**config.mk**
```make
export PLATFORM = sky130hd
export DESIGN_NAME = uart_buffered_controller
export DESIGN_NICKNAME = d
export VERILOG_FILES = /design/src/rtl/uart_pkg.sv /design/src/rtl/uart_fifo.sv /design/src/rtl/uart_buffered_controller.sv
export SDC_FILE = /design/constraint.sdc
export NUM_CORES = 1
export LEC_CHECK = 0
export CAP_MARGIN = 20
export CORE_MARGIN = 2
export CORE_UTILIZATION = 25
export DETAILED_ROUTE_END_ITERATION = 8
export HOLD_SLACK_MARGIN = 0.05
export PLACE_DENSITY = 0.43
export SKIP_CTS_REPAIR_TIMING = 1
export SKIP_LAST_GASP = 1
export SLEW_MARGIN = 10
export SYNTH_ARGS = -nofsm -noshare
export SYNTH_HDL_FRONTEND = slang
export SYNTH_SLANG_ARGS = --single-unit
```
**constraint.sdc**
```tcl
create_clock -name clk -period 3.72 [get_ports clk]
set_clock_uncertainty 0.2 [all_clocks]
set_input_delay 0.93 -clock clk [delete_from_list [all_inputs] [get_ports clk]]
set_output_delay 0.93 -clock clk [all_outputs]
set_load 0.1 [all_outputs]
```
**src/rtl/uart_pkg.sv**
```systemverilog
// uart_pkg: shared types and elaboration helpers for uart_buffered_controller.
// The PARITY engine state exists only when UART_PARITY_EN is defined.
package uart_pkg;

  // Engine state shared by the transmit and receive sequencers.
  typedef enum logic [2:0] {
    IDLE,
    START,
    DATA,
`ifdef UART_PARITY_EN
    PARITY,
`endif
    STOP
  } engine_state_e;

  // Clock cycles per serial bit (truncated integer ratio).
  function automatic int uart_divisor(input longint clk_freq, input longint baud_rate);
    return int'(clk_freq / baud_rate);
  endfunction

  // Width needed to hold a fill level of 0..depth inclusive.
  function automatic int count_width(input int depth);
    return $clog2(depth + 1);
  endfunction

endpackage

```
**src/rtl/uart_fifo.sv**
```systemverilog
// uart_fifo: single-clock FIFO with fill level. Push on full and pop on
// empty are ignored; push and pop in the same cycle both take effect.
module uart_fifo
  import uart_pkg::*;
#(
  parameter int WIDTH = 8,
  parameter int DEPTH = 16
) (
  input  logic                          clk,
  input  logic                          rst,
  input  logic                          push,
  input  logic [WIDTH-1:0]              push_data,
  input  logic                          pop,
  output logic [WIDTH-1:0]              pop_data,
  output logic                          full,
  output logic                          empty,
  output logic [count_width(DEPTH)-1:0] count
);

  localparam int AW = $clog2(DEPTH);
  localparam int CW = count_width(DEPTH);

  logic [WIDTH-1:0] mem [DEPTH];
  logic [AW-1:0]    wr_ptr;
  logic [AW-1:0]    rd_ptr;
  logic             do_push;
  logic             do_pop;

  assign full     = (count == CW'(DEPTH));
  assign empty    = (count == '0);
  assign do_push  = push && !full;
  assign do_pop   = pop && !empty;
  // Show-ahead read: the head entry is visible before it is popped.
  assign pop_data = mem[rd_ptr];

  // Storage write.
  // NOTE: the array is deliberately left out of reset; only pointers and the
  // count need a known state, and an unreset array can map onto RAM.
  always_ff @(posedge clk) begin
    if (do_push) mem[wr_ptr] <= push_data;
  end

  // Pointer and fill-level bookkeeping; DEPTH is a power of two so pointers wrap naturally.
  // NOTE: sequential state uses non-blocking assignments so every register
  // samples pre-edge values regardless of statement order.
  always_ff @(posedge clk or posedge rst) begin
    if (rst) begin
      wr_ptr <= '0;
      rd_ptr <= '0;
      count  <= '0;
    end else begin
      if (do_push) wr_ptr <= wr_ptr + AW'(1);
      if (do_pop)  rd_ptr <= rd_ptr + AW'(1);
      case ({do_push, do_pop})
        2'b10:   count <= count + CW'(1);
        2'b01:   count <= count - CW'(1);
        default: count <= count;
      endcase
    end
  end

endmodule

```
**src/rtl/uart_buffered_controller.sv**
```systemverilog
// uart_buffered_controller: UART with one FIFO per direction and a
// request/acknowledge character interface. Define UART_PARITY_EN to add a
// parity bit (even, or odd with PARITY_ODD=1) and live rx_parity_err.
module uart_buffered_controller
  import uart_pkg::*;
#(
  parameter int CLK_FREQ   = 50_000_000,
  parameter int BAUD_RATE  = 9600,
  parameter int DATA_BITS  = 8,
  parameter int STOP_BITS  = 1,
  parameter int FIFO_DEPTH = 16,
  parameter int PARITY_ODD = 0
) (
  input  logic                               clk,
  input  logic                               rst,
  input  logic                               en,
  input  logic                               rx_data_req,
  output logic [DATA_BITS-1:0]               rx_data,
  output logic                               rx_data_ack,
  input  logic                               tx_data_req,
  input  logic [DATA_BITS-1:0]               tx_data,
  output logic                               tx_data_ack,
  output logic [count_width(FIFO_DEPTH)-1:0] rx_count,
  output logic [count_width(FIFO_DEPTH)-1:0] tx_count,
  output logic                               rx_overrun,
  output logic                               rx_frame_err,
  output logic                               rx_parity_err,
  input  logic                               rx_pin,
  output logic                               tx_pin
);

  localparam int DIVISOR = uart_divisor(CLK_FREQ, BAUD_RATE);
  localparam int DIV_W   = $clog2(DIVISOR);
  localparam int BIT_W   = $clog2(DATA_BITS);

  // Reject parameter sets the engines cannot honour.
  if (DIVISOR < 4 || DATA_BITS < 5 || DATA_BITS > 8 || STOP_BITS < 1 || STOP_BITS > 2 ||
      FIFO_DEPTH < 2 || (FIFO_DEPTH & (FIFO_DEPTH - 1)) != 0 ||
      PARITY_ODD < 0 || PARITY_ODD > 1) begin : g_param_check
    $error("uart_buffered_controller: unsupported parameter set");
  end

`ifdef UART_PARITY_EN
  localparam logic PAR_ODD = (PARITY_ODD != 0);
`endif

  // ---------------------------------------------------------------- FIFOs
  logic                 tx_push, tx_pop, tx_full, tx_empty;
  logic                 rx_push, rx_pop, rx_full, rx_empty;
  logic [DATA_BITS-1:0] tx_fifo_dout, rx_fifo_dout, rx_shift;

  uart_fifo #(.WIDTH(DATA_BITS), .DEPTH(FIFO_DEPTH)) u_tx_fifo (
    .clk       (clk),
    .rst       (rst),
    .push      (tx_push),
    .push_data (tx_data),
    .pop       (tx_pop),
    .pop_data  (tx_fifo_dout),
    .full      (tx_full),
    .empty     (tx_empty),
    .count     (tx_count)
  );

  uart_fifo #(.WIDTH(DATA_BITS), .DEPTH(FIFO_DEPTH)) u_rx_fifo (
    .clk       (clk),
    .rst       (rst),
    .push      (rx_push),
    .push_data (rx_shift),
    .pop       (rx_pop),
    .pop_data  (rx_fifo_dout),
    .full      (rx_full),
    .empty     (rx_empty),
    .count     (rx_count)
  );

  // ----------------------------------------------------------- handshakes
  // A pending ack blocks the next transfer, so a held request moves one
  // character every two cycles.
  assign tx_push = tx_data_req && !tx_data_ack && !tx_full;
  assign rx_pop  = rx_data_req && !rx_data_ack && !rx_empty;

  // Registered acknowledges, one cycle after the accepted request.
  always_ff @(posedge clk or posedge rst) begin
    if (rst) begin
      tx_data_ack <= 1'b0;
      rx_data_ack <= 1'b0;
      rx_data     <= '0;
    end else begin
      tx_data_ack <= tx_push;
      rx_data_ack <= rx_pop;
      if (rx_pop) rx_data <= rx_fifo_dout;
    end
  end

  // ------------------------------------------------------------ TX engine
  engine_state_e        tx_state;
  logic [DIV_W-1:0]     tx_cnt;
  logic [DATA_BITS-1:0] tx_shift;
  logic [BIT_W-1:0]     tx_bit;
  logic                 tx_stop;
  logic                 tx_tick;
`ifdef UART_PARITY_EN
  logic                 tx_par;
`endif

  assign tx_tick = (tx_cnt == DIV_W'(DIVISOR - 1));
  assign tx_pop  = (tx_state == IDLE) && en && !tx_empty;

  // Transmit sequencer: each line level is held for exactly DIVISOR cycles.
  always_ff @(posedge clk or posedge rst) begin
    if (rst) begin
      tx_state <= IDLE;
      tx_cnt   <= '0;
      tx_shift <= '0;
      tx_bit   <= '0;
      tx_stop  <= 1'b0;
      tx_pin   <= 1'b1;
`ifdef UART_PARITY_EN
      tx_par   <= 1'b0;
`endif
    end else begin
      tx_cnt <= (tx_state == IDLE || tx_tick) ? '0 : tx_cnt + DIV_W'(1);
      case (tx_state)
        IDLE: begin
          tx_pin <= 1'b1;
          if (tx_pop) begin
            tx_shift <= tx_fifo_dout;
`ifdef UART_PARITY_EN
            tx_par   <= (^tx_fifo_dout) ^ PAR_ODD;
`endif
            tx_pin   <= 1'b0;
            tx_state <= START;
          end
        end
        START: begin
          if (tx_tick) begin
            tx_pin   <= tx_shift[0];
            tx_shift <= tx_shift >> 1;
            tx_bit   <= '0;
            tx_state <= DATA;
          end
        end
        DATA: begin
          if (tx_tick) begin
            if (tx_bit == BIT_W'(DATA_BITS - 1)) begin
`ifdef UART_PARITY_EN
              tx_pin   <= tx_par;
              tx_state <= PARITY;
`else
              tx_pin   <= 1'b1;
              tx_stop  <= 1'b0;
              tx_state <= STOP;
`endif
            end else begin
              tx_pin   <= tx_shift[0];
              tx_shift <= tx_shift >> 1;
              tx_bit   <= tx_bit + BIT_W'(1);
            end
          end
        end
`ifdef UART_PARITY_EN
        PARITY: begin
          if (tx_tick) begin
            tx_pin   <= 1'b1;
            tx_stop  <= 1'b0;
            tx_state <= STOP;
          end
        end
`endif
        STOP: begin
          if (tx_tick) begin
            if (tx_stop == 1'(STOP_BITS - 1)) tx_state <= IDLE;
            else                              tx_stop  <= 1'b1;
          end
        end
        default: tx_state <= IDLE;
      endcase
    end
  end

  // ------------------------------------------------------------ RX engine
  logic rx_meta, rx_sync, rx_prev;

  // Two-flop synchroniser for the asynchronous line, plus one delayed copy for edge detection.
  always_ff @(posedge clk or posedge rst) begin
    if (rst) begin
      rx_meta <= 1'b1;
      rx_sync <= 1'b1;
      rx_prev <= 1'b1;
    end else begin
      rx_meta <= rx_pin;
      rx_sync <= rx_meta;
      rx_prev <= rx_sync;
    end
  end

  engine_state_e    rx_state;
  logic [DIV_W-1:0] rx_cnt;
  logic [BIT_W-1:0] rx_bit;
  logic             rx_tick, rx_half, rx_stop_sample;
`ifdef UART_PARITY_EN
  logic             rx_par_bit;
`endif

  assign rx_tick        = (rx_cnt == DIV_W'(DIVISOR - 1));
  assign rx_half        = (rx_cnt == DIV_W'(DIVISOR / 2 - 1));
  assign rx_stop_sample = (rx_state == STOP) && rx_tick;
  // A good stop bit writes the character at this edge, so the count moves next cycle.
  assign rx_push        = rx_stop_sample && rx_sync && !rx_full;

  // Receive sequencer: validate the start bit at mid-bit, then sample every DIVISOR cycles.
  always_ff @(posedge clk or posedge rst) begin
    if (rst) begin
      rx_state     <= IDLE;
      rx_cnt       <= '0;
      rx_shift     <= '0;
      rx_bit       <= '0;
      rx_frame_err <= 1'b0;
      rx_overrun   <= 1'b0;
`ifdef UART_PARITY_EN
      rx_par_bit    <= 1'b0;
      rx_parity_err <= 1'b0;
`endif
    end else begin
      rx_cnt <= (rx_state == IDLE || rx_tick || (rx_state == START && rx_half))
                ? '0 : rx_cnt + DIV_W'(1);
      rx_frame_err <= rx_stop_sample && !rx_sync;
      rx_overrun   <= rx_stop_sample && rx_sync && rx_full;
`ifdef UART_PARITY_EN
      rx_parity_err <= rx_push && (rx_par_bit != ((^rx_shift) ^ PAR_ODD));
`endif
      case (rx_state)
        IDLE: begin
          if (en && rx_prev && !rx_sync) rx_state <= START;
        end
        START: begin
          if (rx_half) begin
            if (rx_sync) begin
              rx_state <= IDLE;
            end else begin
              rx_bit   <= '0;
              rx_state <= DATA;
            end
          end
        end
        DATA: begin
          if (rx_tick) begin
            rx_shift <= {rx_sync, rx_shift[DATA_BITS-1:1]};
            if (rx_bit == BIT_W'(DATA_BITS - 1)) begin
`ifdef UART_PARITY_EN
              rx_state <= PARITY;
`else
              rx_state <= STOP;
`endif
            end else begin
              rx_bit <= rx_bit + BIT_W'(1);
            end
          end
        end
`ifdef UART_PARITY_EN
        PARITY: begin
          if (rx_tick) begin
            rx_par_bit <= rx_sync;
            rx_state   <= STOP;
          end
        end
`endif
        STOP: begin
          if (rx_tick) rx_state <= IDLE;
        end
        default: rx_state <= IDLE;
      endcase
    end
  end

`ifndef UART_PARITY_EN
  assign rx_parity_err = 1'b0;
`endif

endmodule
```
# Yosys cells after proc, flatten, opt, wreduce, memory -nomap -nowiden
# Memories as Yosys holds them, arrays and structs flattened. A register that Yosys moved wholly into a read port is not among the register bits.
# Index checks and enable logic that the tools add are counted.
[totals]
register_bits = 89
ram_bits = 256
wordCells = 160
out_inout_bits = 24
rom_bits = 0
latchBits = 0
n_memories = 2
in_bits = 14
[classes]
n_mux = 46
reduce_logical = 46
bitwise_logic = 0
n_addsub = 12
eq_ne = 31
shift = 0
multipliers = 0
n_div = 0
n_lt_le_gt_ge = 0
[memory_table]
columns = ["name", "depth", "word_bits", "rd", "rd_clocked_by_memory_dff", "write_ports", "line", "text"]
rows = [
  ["u_rx_fifo.mem", 16, 8, 1, 1, 1, "uart_fifo.sv:23", "logic [WIDTH-1:0] mem [DEPTH];"],
  ["u_tx_fifo.mem", 16, 8, 1, 0, 1, "uart_fifo.sv:23", ""],
]
[ops]
columns = ["cell", "count"]
rows = [
  ["3-bit 2-to-1 mux", 18],
  ["8-bit 2-to-1 mux", 4],
  ["13-bit by 1-bit adder with 13-bit output, second input constant", 2],
  ["13-bit == test, second input constant", 2],
  ["13-bit 2-to-1 mux", 2],
  ["2-bit inequality test, second input constant", 12],
  ["3-bit case mux with 4 select lines", 2],
  ["8-bit case mux with 3 select lines", 1],
  ["5-bit case mux with 2 select lines", 2],
  ["1-bit logical AND", 18],
  ["4-bit by 1-bit adder with 4-bit output, second input constant", 4],
  ["5-bit AND reduction", 3],
  ["13-bit by 12-bit == test with 1-bit output, second input constant", 1],
  ["3-bit by 2-bit == test with 1-bit output, second input constant", 4],
  ["1-bit 2-to-1 mux", 12],
  ["3-bit case mux with 2 select lines", 2],
  ["5-bit by 1-bit adder with 5-bit output, second input constant", 2],
  ["5-bit == test, second input constant", 2],
  ["5-bit zero test", 2],
  ["2-bit nonzero test", 5],
  ["5-bit by 1-bit subtractor with 5-bit output, second input constant", 2],
  ["4-bit AND reduction", 2],
  ["1-bit zero test", 7],
  ["3-bit by 1-bit adder with 3-bit output, second input constant", 2],
  ["other kinds (14)", 22],
]

# Depth between registers and ports, before layout
# Gate-level depths: netlist of the first run.
[logic_depth]
ltp_word = 7
depth_mapped = 15
ltp_nobuf = 12

# By module
# From an unflattened synthesis of the first run, not the netlist that was laid out.
[unflattened]
hier_cells = 959
area_unflattened_um2 = 14888.0
[modules_own_cells]
columns = ["mod", "n_inst", "cells_each", "area_each_um2"]
rows = [
  ["uart_fifo", 2, 333, 5789.3],
  ["uart_buffered_controller", 1, 293, 3309.4],
]

# Worst setup path after synthesis of the first run
# OpenSTA, ideal clock, no wires.
[synth_timing]
path_kind = "flip-flop to flip-flop"
startpoint = "reg u_rx_fifo.count[1]"
endpoint = "reg u_rx_fifo.count[4]"
arrival_time_ns = 3.299
path_stages_with_launch = 15
path_buffers = 3
path_slack_ns = 0.062
t_required_ns = 3.360
path_cell_list = "dfrtp_1 -> clkbuf_1 -> nor4_1 -> a21oi_1 -> nand3_1 -> buf_1 -> ha_1 -> clkbuf_1 -> xor2_1 -> ha_1 -> nor3b_1 -> a31oi_1 -> o22ai_1 -> a21oi_1 -> xnor2_1"
[synth_between]
elab_chain_cells = 6
[synth_rtl]
columns = ["item", "line", "text"]
rows = [
  ["start: declaration", "uart_fifo.sv:17", "output logic [count_width(DEPTH)-1:0] count"],
  ["start signal: assignment", "uart_fifo.sv:55", "2'b10: count <= count + CW'(1);"],
  ["start signal: assignment", "uart_fifo.sv:56", "2'b01: count <= count - CW'(1);"],
  ["start signal: assignment", "uart_fifo.sv:57", "default: count <= count;"],
  ["5-bit == test / 5-bit zero test (equally long branches)", "uart_fifo.sv:29, uart_fifo.sv:30", ""],
  ["1-bit zero test, on equally long branches", "-", ""],
  ["1-bit logical AND, on equally long branches", "uart_buffered_controller.sv:209, uart_buffered_controller.sv:80", ""],
  ["1-bit logical AND, on equally long branches", "uart_fifo.sv:31, uart_fifo.sv:32", ""],
  ["2-bit by 1-bit == test with 1-bit output / 2-bit == test (equally long branches)", "uart_fifo.sv:54", "case ({do_push, do_pop})"],
  ["5-bit case mux with 2 select lines / 2-bit nonzero test (equally long branches)", "-", ""],
]
# Parallel ways exist; a longest one is shown, timed or not.
# A chain may end at the register's enable or synchronous reset.

# Worst setup path in the final report of the first run
[layout_timing]
startpoint = "reg rx_cnt[0]"
endpoint = "reg u_rx_fifo.count[4]"
[layout_between]
elab_chain_cells = 7
[layout_rtl]
columns = ["item", "line", "text"]
rows = [
  ["start: declaration", "uart_buffered_controller.sv:198", "logic [DIV_W-1:0] rx_cnt;"],
  ["start signal: assignment", "uart_buffered_controller.sv:225", "rx_cnt <= (rx_state == IDLE || rx_tick || (rx_state == START && rx_half))"],
  ["13-bit == test (*)", "uart_buffered_controller.sv:205", "assign rx_tick = (rx_cnt == DIV_W'(DIVISOR - 1));"],
  ["1-bit logical AND (*)", "uart_buffered_controller.sv:207", "assign rx_stop_sample = (rx_state == STOP) && rx_tick;"],
  ["1-bit logical AND (*) (2 in a row)", "uart_buffered_controller.sv:209", "assign rx_push = rx_stop_sample && rx_sync && !rx_full;"],
  ["1-bit logical AND (*)", "uart_fifo.sv:31", "assign do_push = push && !full;"],
  ["2-bit by 1-bit == test with 1-bit output / 2-bit == test (equally long branches)", "uart_fifo.sv:54", ""],
  ["5-bit case mux with 2 select lines / 2-bit nonzero test (equally long branches)", "-", ""],
]
# Mark *: on every way between the ends. The rest lies on a longest branch, timed or not.

==> results by group, run 1 <==
Status
  • Status: finished clean

Logic synthesis
  • Post-synthesis sequential area ratio: 0.695
  • Async set or reset register ratio after synthesis: 0.269
  • Post-Synth XOR/XNOR Area: 0.0255
  • Syn Inst Count: 864
  • Synth unique cells: 60
  • Dominant synthesized flop cell: edfxtp_1
  • Post-synthesis compound-gate area fraction: 0.0388
  • YS warnings: 0
  • Simple-gate share of the synthesized area: 0.0670
  • Synthesized area per cell: 16.7 um2
  • Post-synthesis net count: 906
  • Post-Syn Area: 0.0144 mm2
  • Yosys reg bits: 350
  • Mux cell area share after synthesis: 0.128
  • Count of flip-flops with a built-in enable after synthesis: 256
  • Synth Area in Adders: 0.0248
  • Largest family of logic cells by synthesized area: multiplexers

Timing
  • Worst slew margin: 0.433
  • Highest Clock Rate: 322 MHz
  • RSZ-0062 raised after global routing: false
  • Setup ws final: 611 ps
  • Setup Viol. Count Final: 0
  • Worst Tran Pin Value: 851 ps
  • Final hold vios: 0
  • Final period util: 0.836
  • Setup total negative slack: 0 ps
  • Hold Worst Slack: about 160 ps
  • Slew Viols, Final: 0
  • Final Critical Period: 3110 ps

Critical path
  • Reg-to-Reg Start: rx_cnt[0]$_DFF_PP0_
  • Top delay family on crit path: simple AND/OR/NAND/NOR gates
  • Worst path arrival time: ~3300 ps
  • Crit end category: flip-flop
  • CP required: roughly 4000 ps
  • Critical Path Start Type: flip-flop
  • Worst path cell trace: ha_1 -> nor3b_1 -> and4b_1 -> nand3_1 -> ha_1 -> xor2_1 -> ha_1 -> nor3b_1 -> a31oi_1 -> o22ai_1 -> a21oi_1 -> xnor2_1
  • CP endpoint: u_rx_fifo.count[4]$_DFFE_PP0P_
  • Levels on crit path: 12
  • FF-to-FF path depth: 12
  • WP buf/inv: 0
  • Flop-to-flop setup slack: 610 ps
  • R2R Path End: u_rx_fifo.count[4]$_DFFE_PP0P_
  • Crit-path slowest cell: and4b_1
  • CP most frequent cell: ha_1
  • Worst path max stage delay: ~370 ps
  • Critical path type: reg -> reg
  • Critical path origin: rx_cnt[0]$_DFF_PP0_
  • Critical-path maximum fanout: 8

Placement
  • HPWL after detailed placement: 19.8 mm
  • Pre-CTS setup slack: about 320 ps
  • Placer congestion estimate: 0.757
  • # port buffers: 36

Route
  • Routed WL: 31.2 mm
  • Initial drt markers: about 450
  • DRC Markers: 0
  • Final ANT Viol Nets: 0
  • First drt pass iteration count: 4
  • DR WL/cell: approximately 18 um
  • Vias per cell: ~4.3
  • Via Count: roughly 7400

Cells and area
  • Antenna Cells: 0
  • Area Growth Syn to Fin: 18.1%
  • Fill cells: around 5700
  • Fraction of layout cells with a size suffix above 1: 0.196
  • Nets: 969
  • Multi-input gate area: 0.00414 mm2
  • Register area: approximately 0.010 mm2

Global route
  • Met2 Use GR: 0.166
  • Gr ovfl total: 0
  • Met1 usage in global routing: 0.147
  • Initial antenna violation count: 0
  • GR Util All Layers: 0.107
  • First-pass GRT wire length: 48.3 mm
  • Pin count of the biggest net entering global routing: between 40 and 50
  • Vias in the first global route: 7688
  • Most used routing layer: met2
  • Global Route met3 Usage: 0.0237

Pwr
  • Leak: 5.67 nW
  • Power Total: 12.2 mW
  • PD cells: 717 mW/mm2
  • Worst vdd ir: 0.623 mV

Clocking
  • Num CTS Buffers: 41
  • CTS tree: yes
  • Clock latency on the worst-skew pair: 560 ps
  • H-tree Lvls: 2
  • CTS Sinks: 350
  • Clock slew at reported path FFs: 60 ps
  • CTS Buffer Depth: 3
  • CTS root buffer: clkbuf_16

Floorplanning
  • FP Rows: 88
  • Die height: roughly 240 um
  • Core area: about 0.057 mm2
  • Starting Density: 0.252
  • Die X: 244 um
  • # IOs: 38
  • Die ar.: 0.0597 mm2

Worst hold path
  • HP Class: reg -> reg
  • Hold path depth: 0

Job
  • Max-Cap Viols: 0
worst min-delay path by stage:
stage | startpoint | endpoint | slack (ps)
2_1_floorplan | rx_meta$_DFF_PP1_ | rx_sync$_DFF_PP1_ | 150
3_3_place_gp | rx_meta$_DFF_PP1_ | rx_sync$_DFF_PP1_ | 160
3_5_place_dp | rx_meta$_DFF_PP1_ | rx_sync$_DFF_PP1_ | 150
4_1_cts | rx_meta$_DFF_PP1_ | rx_sync$_DFF_PP1_ | 160
5_1_grt | rx_meta$_DFF_PP1_ | rx_sync$_DFF_PP1_ | 170
6_report | rx_meta$_DFF_PP1_ | rx_sync$_DFF_PP1_ | 160
area by class of cell:
cell class                      instances  share of cell area
Tap cell                              765              0.0561
Clock inverter                         20             0.00865
Timing Repair Buffer                   58              0.0296
Sequential cell                       350               0.589
Inverter                               36             0.00807
Clock buffer                           55              0.0662
Multi-Input combinational cell        440               0.242
flip-flops by register name, indices dropped and copies added (netlist names), 2 cells and up:
name	flops
u_rx_fifo.mem	128
u_tx_fifo.mem	128
rx_cnt	13
tx_cnt	13
rx_data	8
rx_shift	8
tx_shift	8
u_rx_fifo.count	5
u_tx_fifo.count	5
u_rx_fifo.rd_ptr	4
u_rx_fifo.wr_ptr	4
u_tx_fifo.rd_ptr	4
u_tx_fifo.wr_ptr	4
rx_bit	3
tx_bit	3
rx_state	2
tx_state	2
routing by layer:
layer | vias up | wire [um]
li1 | 3440 | -
met1 | 3807 | 14700
met2 | 117 | 14400
met3 | 46 | 1490
met4 | 0 | 605
met5 | - | 0
synthesized netlist by cell type (all sizes together) (3+ instances only):
library cell	n	area (um2)
a22oi	16	120
a21o	4	30.0
nand4	6	37.5
o21ai	12	60.1
dfrtp	90	2250
mux4	64	1440
nor2b	4	25.0
nand2b	3	18.8
mux2	14	161
xor2	13	114
nor4	7	43.8
ha	27	338
dfstp	4	105
clkbuf	23	87.6
edfxtp	256	7690
o221ai	8	70.1
and2	30	188
inv	36	135
a21oi	28	144
nand3	16	80.1
nor3	15	86.3
mux2i	25	250
buf	15	70.1
nand4b	3	26.3
and3	6	37.5
nor2	40	150
nand2	37	139
xnor2	29	254
nor3b	3	22.5
where the power goes:
part / internal (mW) / switching, mW
sequential: 4.54 / 0.450
clock: 2.21 / 1.62
combinational: 1.26 / 2.15
total: 8.01 / 4.22
cell usage in the layout, fill, tap and decap left out, types with 27 or more instances in the layout:
cell / count
clkbuf_16: 42
buf_4: 42
edfxtp_1: 256
a21oi_1: 27
inv_1: 33
ha_1: 27
xnor2_1: 29
nor2_1: 40
mux4_2: 64
and2_1: 30
nand2_1: 37
dfrtp_1: 88
cells by family after synthesis:
family,count (synthesis)
adder cells (fa/ha/maj),28
flip-flops,350
other,1
buffers and inverters,74
XOR/XNOR,42
AO/OA/AOI/OAI,83
multiplexers,103
AND/OR/NAND/NOR,183
stage by stage:
step	instance area (um2)	std cells	util
6_report	17100	1724	0.297
5_1_grt	17100	1724	0.297
4_1_cts	17100	1724	0.297
3_5_place_dp	15800	1649	0.275
3_3_place_gp	15800	1649	0.275
2_1_floorplan	14400	864	-
Power figures use the tool's default switching activity.
==> run 2: changes to the inputs <==
==> constraint.sdc (replaced) <==
create_clock -name clk -period 2.8 [get_ports clk]
set_clock_uncertainty 0.2 [all_clocks]
set_input_delay 0.7 -clock clk [delete_from_list [all_inputs] [get_ports clk]]
set_output_delay 0.7 -clock clk [all_outputs]
set_load 0.1 [all_outputs]
==> run 2 against run 1 <==
Sequential power is 29% higher. Design area is 5.7% higher. Die area unchanged. Non-clock buffer count rose by 70. Setup slack got worse by 580 ps. Utilization up 1.7 points. Final cell count rose by 3.9%. Total power grew 39%. Combinational power up 52%. Wire length rose by 3.4%. Critical path type unchanged. Critical endpoint is now u_tx_fifo.count[4]$_DFFE_PP0P_. Largest cell class unchanged. Largest power group unchanged. Highest routed layer unchanged.
==> results by group, run 2 (synthesis results as in run 1) <==
Critical path
  • FF-to-FF path depth: 11 (-1)
  • Worst path cell trace: or4_4 -> o211a_4 -> inv_4 -> ha_4 -> inv_2 -> fa_2 -> nor2b_1 -> o21ai_1 -> and3_1 -> nor3_2 -> xnor2_1
  • Critical path origin: u_tx_fifo.count[3]$_DFFE_PP0P_
  • Critical-path maximum fanout: 3 (-5)
  • Flop-to-flop setup slack: 30 ps (-580 ps)
  • R2R Path End: u_tx_fifo.count[4]$_DFFE_PP0P_
  • CP endpoint: u_tx_fifo.count[4]$_DFFE_PP0P_
  • Worst path arrival time: 3040 ps (-300 ps)
  • Top delay family on crit path: simple AND/OR/NAND/NOR gates
  • Crit end category: flip-flop
  • Crit-path slowest cell: or4_4
  • WP buf/inv: 2 (+2)
  • Critical Path Start Type: flip-flop
  • Worst path max stage delay: 580 ps (+210 ps)
  • Reg-to-Reg Start: u_tx_fifo.count[3]$_DFFE_PP0P_
  • Levels on crit path: 11 (-1)
  • CP required: 3070 ps (-880 ps)
  • Critical path type: reg -> reg

Floorplanning
  • Die height: 244 um (unchanged)
  • Die ar.: 0.0597 mm2 (unchanged)
  • Starting Density: 0.252 (unchanged)
  • # IOs: 38 (unchanged)
  • Core area: 0.0574 mm2 (unchanged)
  • FP Rows: 88 (unchanged)
  • Die X: 244 um (unchanged)

Clocking
  • CTS root buffer: clkbuf_16
  • Clock latency on the worst-skew pair: 550 ps (about the same)
  • Num CTS Buffers: 40 (-2.4%)
  • CTS tree: yes
  • Clock slew at reported path FFs: 60 ps (about the same)
  • H-tree Lvls: 2 (unchanged)
  • CTS Buffer Depth: 3 (unchanged)
  • CTS Sinks: 350 (unchanged)

Pwr
  • Worst vdd ir: 0.660 mV (+5.9%)
  • Power Total: 16.9 mW (+39%)
  • PD cells: 940 mW/mm2 (+31%)
  • Leak: 6.12 nW (+8.0%)

Route
  • DRC Markers: 0 (unchanged)
  • First drt pass iteration count: 4 (unchanged)
  • Vias per cell: 4.25 (-1.1%)
  • Via Count: 7616 (+2.8%)
  • Final ANT Viol Nets: 0 (unchanged)
  • Initial drt markers: 434 (-3.1%)
  • DR WL/cell: 18.0 um (-0.43%)
  • Routed WL: 32.3 mm (+3.4%)

Placement
  • # port buffers: 36 (unchanged)
  • Placed cells: 1717 (+4.1%)
  • HPWL after detailed placement: 20.9 mm (+5.3%)
  • Dpl cell area: 0.0167 mm2 (+5.5%)
  • Placer congestion estimate: 0.715 (-5.5%)
  • Pre-CTS setup slack: -189 ps (-506 ps)

Timing
  • Hold Worst Slack: 160 ps (-1.48 ps)
  • Slew Viols, Final: 0 (unchanged)
  • Setup Viol. Count Final: 0 (unchanged)
  • RSZ-0062 raised after global routing: true
  • Final Critical Period: 2770 ps (-341 ps)
  • Final hold vios: 0 (unchanged)
  • Worst slew margin: 0.520 (+0.0874)
  • Worst Tran Pin Value: 720 ps (-131 ps)
  • Final period util: 0.989 (+0.153)
  • Setup ws final: 31.2 ps (-579 ps)
  • Highest Clock Rate: 361 MHz (+12%)
  • Setup total negative slack: 0 ps (unchanged)

Global route
  • GR Util All Layers: 0.111 (+0.00405)
  • Pin count of the biggest net entering global routing: 48 (unchanged)
  • Vias in the first global route: 8053 (+4.7%)
  • Initial antenna violation count: 0 (unchanged)
  • Gr ovfl total: 0 (unchanged)
  • First-pass GRT wire length: 49.9 mm (+3.3%)

Cells and area
  • Area Growth Syn to Fin: 24.8%
  • Fraction of layout cells with a size suffix above 1: 0.273 (+0.0769)
  • Largest regs: u_rx_fifo.mem (128), u_tx_fifo.mem (128)
  • Post-Layout Cell Count: 1791 (+3.9%)
  • Commonest cells after routing, fill and taps aside: edfxtp_1 (256), buf_4 (89), dfrtp_1 (80)
  • Commonest non-fill, non-tap cell in the layout: edfxtp_1
  • Final Util: 0.314 (+0.0169)
  • Antenna Cells: 0 (unchanged)
  • Final instance area: 0.0180 mm2 (+5.7%)
  • Nets: 1038 (+7.1%)

Worst hold path
  • HP Class: reg -> reg
  • Hold path depth: 0 (unchanged)

Status
  • Status: finished clean

Job
  • Max-Cap Viols: 0 (unchanged)
-- run 2: changes by cell type in the layout (fill, tap and decap cells not counted), sizes merged --
| cell | before | now |
|---|---|---|
| clkinvlp | 1 | 2 |
| bufinv | 1 | 5 |
| clkinv | 17 | 12 |
| buf | 45 | 115 |
| clkbuf | 55 | 52 |
-- run 2: worst min-delay path by stage --
stage / from / to / slack (ps)
finish: rx_meta$_DFF_PP1_ / rx_sync$_DFF_PP1_ / 160
global route: rx_meta$_DFF_PP1_ / rx_sync$_DFF_PP1_ / 170
CTS: rx_meta$_DFF_PP1_ / rx_sync$_DFF_PP1_ / 170
detailed placement: rx_meta$_DFF_PP1_ / rx_sync$_DFF_PP1_ / 160
global placement: rx_meta$_DFF_PP1_ / rx_sync$_DFF_PP1_ / 160
floorplan: rx_meta$_DFF_PP1_ / rx_sync$_DFF_PP1_ / 150
-- run 2: where the power goes --
part	internal, mW	total (mW)	leakage [nW]	switching, mW
Sequential	6.05	6.44	3.21	0.397
Combinational	1.99	5.18	2.26	3.19
Clock	3.22	5.33	0.651	2.11
-- run 2: metal layers --
| metal | routed length [um] | GRT usage | vias up |
|---|---|---|---|
| met3 | 1400 | 0.0233 | 37 |
| li1 | - | - | 3568 |
| met2 | 14900 | 0.174 | 117 |
| met1 | 15400 | 0.155 | 3894 |
| met4 | 600 | 0.0294 | 0 |
| met5 | 0 | 0 | - |
-- run 2: final cells by class --
type / count / area, um2
tap: 765 / 957
inverter: 36 / 141
fill: 5568 / 39300
clock inverter: 20 / 254
timing repair buffer: 128 / 1320
clock buffer: 52 / 1090
multi-input combinational: 440 / 4220
sequential: 350 / 10100
-- run 2: worst reg2reg max path: cells and delay by family, from the launching register on --
family	cells	cell delay, ps
xor gates and xnor gates	1	130
adders and majority gates	2	480
AOI/OAI and AO/OA	2	360
buffers and inverters	2	100
DFF	1	390
and+or+nand+nor	4	1030
==> run 3: changes to the inputs <==
--- a/config.mk
+++ b/config.mk
@@ -5,12 +5,11 @@
 export SDC_FILE = /design/constraint.sdc
 export NUM_CORES = 1
 export LEC_CHECK = 0
-export CAP_MARGIN = 20
 export CORE_MARGIN = 2
 export CORE_UTILIZATION = 25
 export DETAILED_ROUTE_END_ITERATION = 8
 export HOLD_SLACK_MARGIN = 0.05
-export PLACE_DENSITY = 0.43
+export PLACE_DENSITY = 0.42
 export SKIP_CTS_REPAIR_TIMING = 1
 export SKIP_LAST_GASP = 1
 export SLEW_MARGIN = 10
==> constraint.sdc (replaced) <==
create_clock -name clk -period 2.7 [get_ports clk]
set_clock_uncertainty 0.2 [all_clocks]
set_input_delay 0.675 -clock clk [delete_from_list [all_inputs] [get_ports clk]]
set_output_delay 0.675 -clock clk [all_outputs]
set_load 0.1 [all_outputs]
==> run 3 against run 2 <==
The flow now finishes with violations (setup timing). Register-to-register slack lost 40 ps. Total power up 5.3%. Die area unchanged. Combinational power increased by 5.8%. Maximum frequency is 2.1% higher. Sequential share of layout area fell by 0.60 points. Largest power group unchanged. Count of clock-buffer cells in the layout increased by 1. Sequential cell count unchanged. Global-route usage grew 0.18 points. Critical path depth is the same. Critical endpoint unchanged. Worst hold slack got worse by 4.5 ps. Wire length is 0.63% higher.
==> results by group, run 3 (synthesis results as in run 1) <==
Clocking
  • CTS root buffer: clkbuf_16
  • Num CTS Buffers: 42 (+5.0%)
  • CTS Buffer Depth: 3 (unchanged)
  • CTS Sinks: 350 (unchanged)
  • Clock latency on the worst-skew pair: 560 ps (about the same)
  • CTS tree: yes
  • H-tree Lvls: 2 (unchanged)
  • Clock slew at reported path FFs: 60 ps (about the same)

Timing
  • RSZ-0062 raised after global routing: true
  • Final hold vios: 0 (unchanged)
  • Highest Clock Rate: 369 MHz (+2.1%)
  • Worst Tran Pin Value: 659 ps (-60.6 ps)
  • Setup ws final: -11.0 ps (-42.2 ps)
  • Final period util: 1.00 (+0.0152)
  • Slew Viols, Final: 0 (unchanged)
  • Final Critical Period: 2710 ps (-57.8 ps)
  • Worst slew margin: 0.560 (+0.0404)
  • Setup total negative slack: -11.0 ps (-11.0 ps)
  • Setup Viol. Count Final: 1 (+1)

Critical path
  • Critical path type: reg -> reg
  • Crit end category: flip-flop
  • Worst path cell trace: or4_4 -> o211a_4 -> inv_4 -> ha_4 -> inv_2 -> fa_2 -> nor2b_1 -> o21ai_1 -> and3_1 -> nor3_2 -> xnor2_1
  • Top delay family on crit path: simple AND/OR/NAND/NOR gates
  • Critical-path maximum fanout: 3 (unchanged)
  • WP buf/inv: 2 (unchanged)
  • Critical Path Start Type: flip-flop
  • Worst path max stage delay: 570 ps (about the same)
  • Worst path arrival time: 2990 ps (-50 ps)
  • FF-to-FF path depth: 11 (unchanged)
  • R2R Path End: u_tx_fifo.count[4]$_DFFE_PP0P_
  • Flop-to-flop setup slack: -10 ps (-40 ps)
  • Critical path origin: u_tx_fifo.count[1]$_DFFE_PP0P_
  • Reg-to-Reg Start: u_tx_fifo.count[1]$_DFFE_PP0P_
  • Crit-path slowest cell: or4_4
  • CP required: 2970 ps (-100 ps)

Floorplanning
  • Die height: 244 um (unchanged)
  • Core area: 0.0574 mm2 (unchanged)
  • # IOs: 38 (unchanged)
  • FP Rows: 88 (unchanged)
  • Die ar.: 0.0597 mm2 (unchanged)
  • Starting Density: 0.252 (unchanged)
  • Die X: 244 um (unchanged)

Global route
  • First-pass GRT wire length: 51.1 mm (+2.5%)
  • Vias in the first global route: 8330 (+3.4%)
  • Gr ovfl total: 0 (unchanged)
  • Pin count of the biggest net entering global routing: 36 (-25%)
  • Initial antenna violation count: 0 (unchanged)
  • GR Util All Layers: 0.112 (+0.00178)

Pwr
  • Power Total: 17.8 mW (+5.3%)
  • Clock network fraction of total power: 0.318 (+0.004)
  • Pint: 11.8 mW (+5.3%)
  • Leak: 6.20 nW (+1.3%)
  • Seq pwr share: 0.375 (-0.005)
  • PD cells: 979 mW/mm2 (+4.2%)
  • Worst vdd ir: 0.523 mV (-21%)
  • Comb power frac: 0.307 (+0.002)
  • Sw frac: 0.336 (about the same)
  • NetSw: 6.00 mW (+5.4%)

Worst hold path
  • Worst Min Path Start: rx_meta$_DFF_PP1_
  • Hold endpoint: rx_sync$_DFF_PP1_
  • Hold path depth: 0 (unchanged)
  • HP Class: reg -> reg

Cells and area
  • Commonest cells after routing, fill and taps aside: edfxtp_1 (256), buf_4 (89), dfrtp_1 (80)
  • Post-Layout Cell Count: 1803 (+0.67%)
  • Nets: 1047 (+0.87%)
  • Commonest non-fill, non-tap cell in the layout: edfxtp_1
  • Fraction of layout cells with a size suffix above 1: 0.284 (+0.0113)
  • Area Growth Syn to Fin: 26.1%
  • Final Util: 0.318 (+0.00340)
  • Antenna Cells: 0 (unchanged)
  • Largest regs: u_rx_fifo.mem (128), u_tx_fifo.mem (128)

Status
  • Violated checks: setup timing
  • Status: finished, violations left

Placement
  • Placed cells: 1723 (+0.35%)
  • # port buffers: 36 (unchanged)
  • Placer congestion estimate: 0.713 (-0.25%)
  • HPWL after detailed placement: 21.5 mm (+3.1%)
  • Pre-CTS setup slack: -175 ps (+14.4 ps)

Route
  • DRC Markers: 0 (unchanged)
  • DR WL/cell: 18.0 um (about the same)
  • Via Count: 7650 (+0.45%)
  • Initial drt markers: 378 (-13%)
  • Vias per cell: 4.24 (-0.22%)
  • Routed WL: 32.5 mm (+0.63%)
  • Final ANT Viol Nets: 0 (unchanged)
  • First drt pass iteration count: 4 (unchanged)

Job
  • Max-Cap Viols: 0 (unchanged)
==> run 3: worst max path at each step <==
| stage | end | slack [ps] | depth (start not counted) |
|---|---|---|---|
| after global routing | u_tx_fifo.count[4]$_DFFE_PP0P_ | -110 | 11 |
| final | u_tx_fifo.count[4]$_DFFE_PP0P_ | -10 | 11 |
| after floorplan | u_tx_fifo.count[4]$_DFFE_PP0P_ | -350 | 12 |
| after global placement | u_rx_fifo.count[4]$_DFFE_PP0P_ | -150 | 12 |
| after detailed placement | u_tx_fifo.count[4]$_DFFE_PP0P_ | -170 | 10 |
| after CTS | u_tx_fifo.count[4]$_DFFE_PP0P_ | -60 | 11 |
==> run 3: routing by layer <==
| layer | GRT usage | up-vias | wire (um) |
|---|---|---|---|
| met3 | 0.0203 | 49 | 1170 |
| met5 | 0 | - | 0 |
| met4 | 0.0387 | 0 | 772 |
| li1 | - | 3593 | - |
| met1 | 0.147 | 3910 | 14800 |
| met2 | 0.187 | 98 | 15700 |
==> run 3: power by group through the flow <==
stage | combinational (mW) | sequential [mW] | clock (mW)
3_5_place_dp | 5.55 | 6.82 | 0
6_report | 5.48 | 6.69 | 5.67
2_1_floorplan | 2.76 | 7.75 | 0
5_1_grt | 5.94 | 6.78 | 6.09
4_1_cts | 5.56 | 6.72 | 5.87
3_3_place_gp | 5.54 | 6.81 | 0
==> run 3: metrics by stage <==
stage               instance area (um2)  hold slack (ps)
floorplan                         14600              145
global placement                  16800              149
detailed placement                16800              148
CTS                               18200              156
global route                      18200              158
finish                            18200              156
==> run 3: layout make-up <==
cell class | count | area [um2]
repair buffers | 135 | 1450
flip-flops and latches | 350 | 10100
fillers | 5603 | 39100
clock buffers | 53 | 1110
well taps | 765 | 957
clock inverters | 24 | 273
multi-input cells | 440 | 4230
inverters | 36 | 141
==> run 3: worst reg2reg max path, delay by kind of cell, from the launching register on <==
family	cells	cell delay (ps)
adder cells (fa/ha/maj)	2	470
AO/OA/AOI/OAI	2	340
AND/OR/NAND/NOR	4	990
flip-flops	1	400
XOR/XNOR	1	130
buffers and inverters	2	100
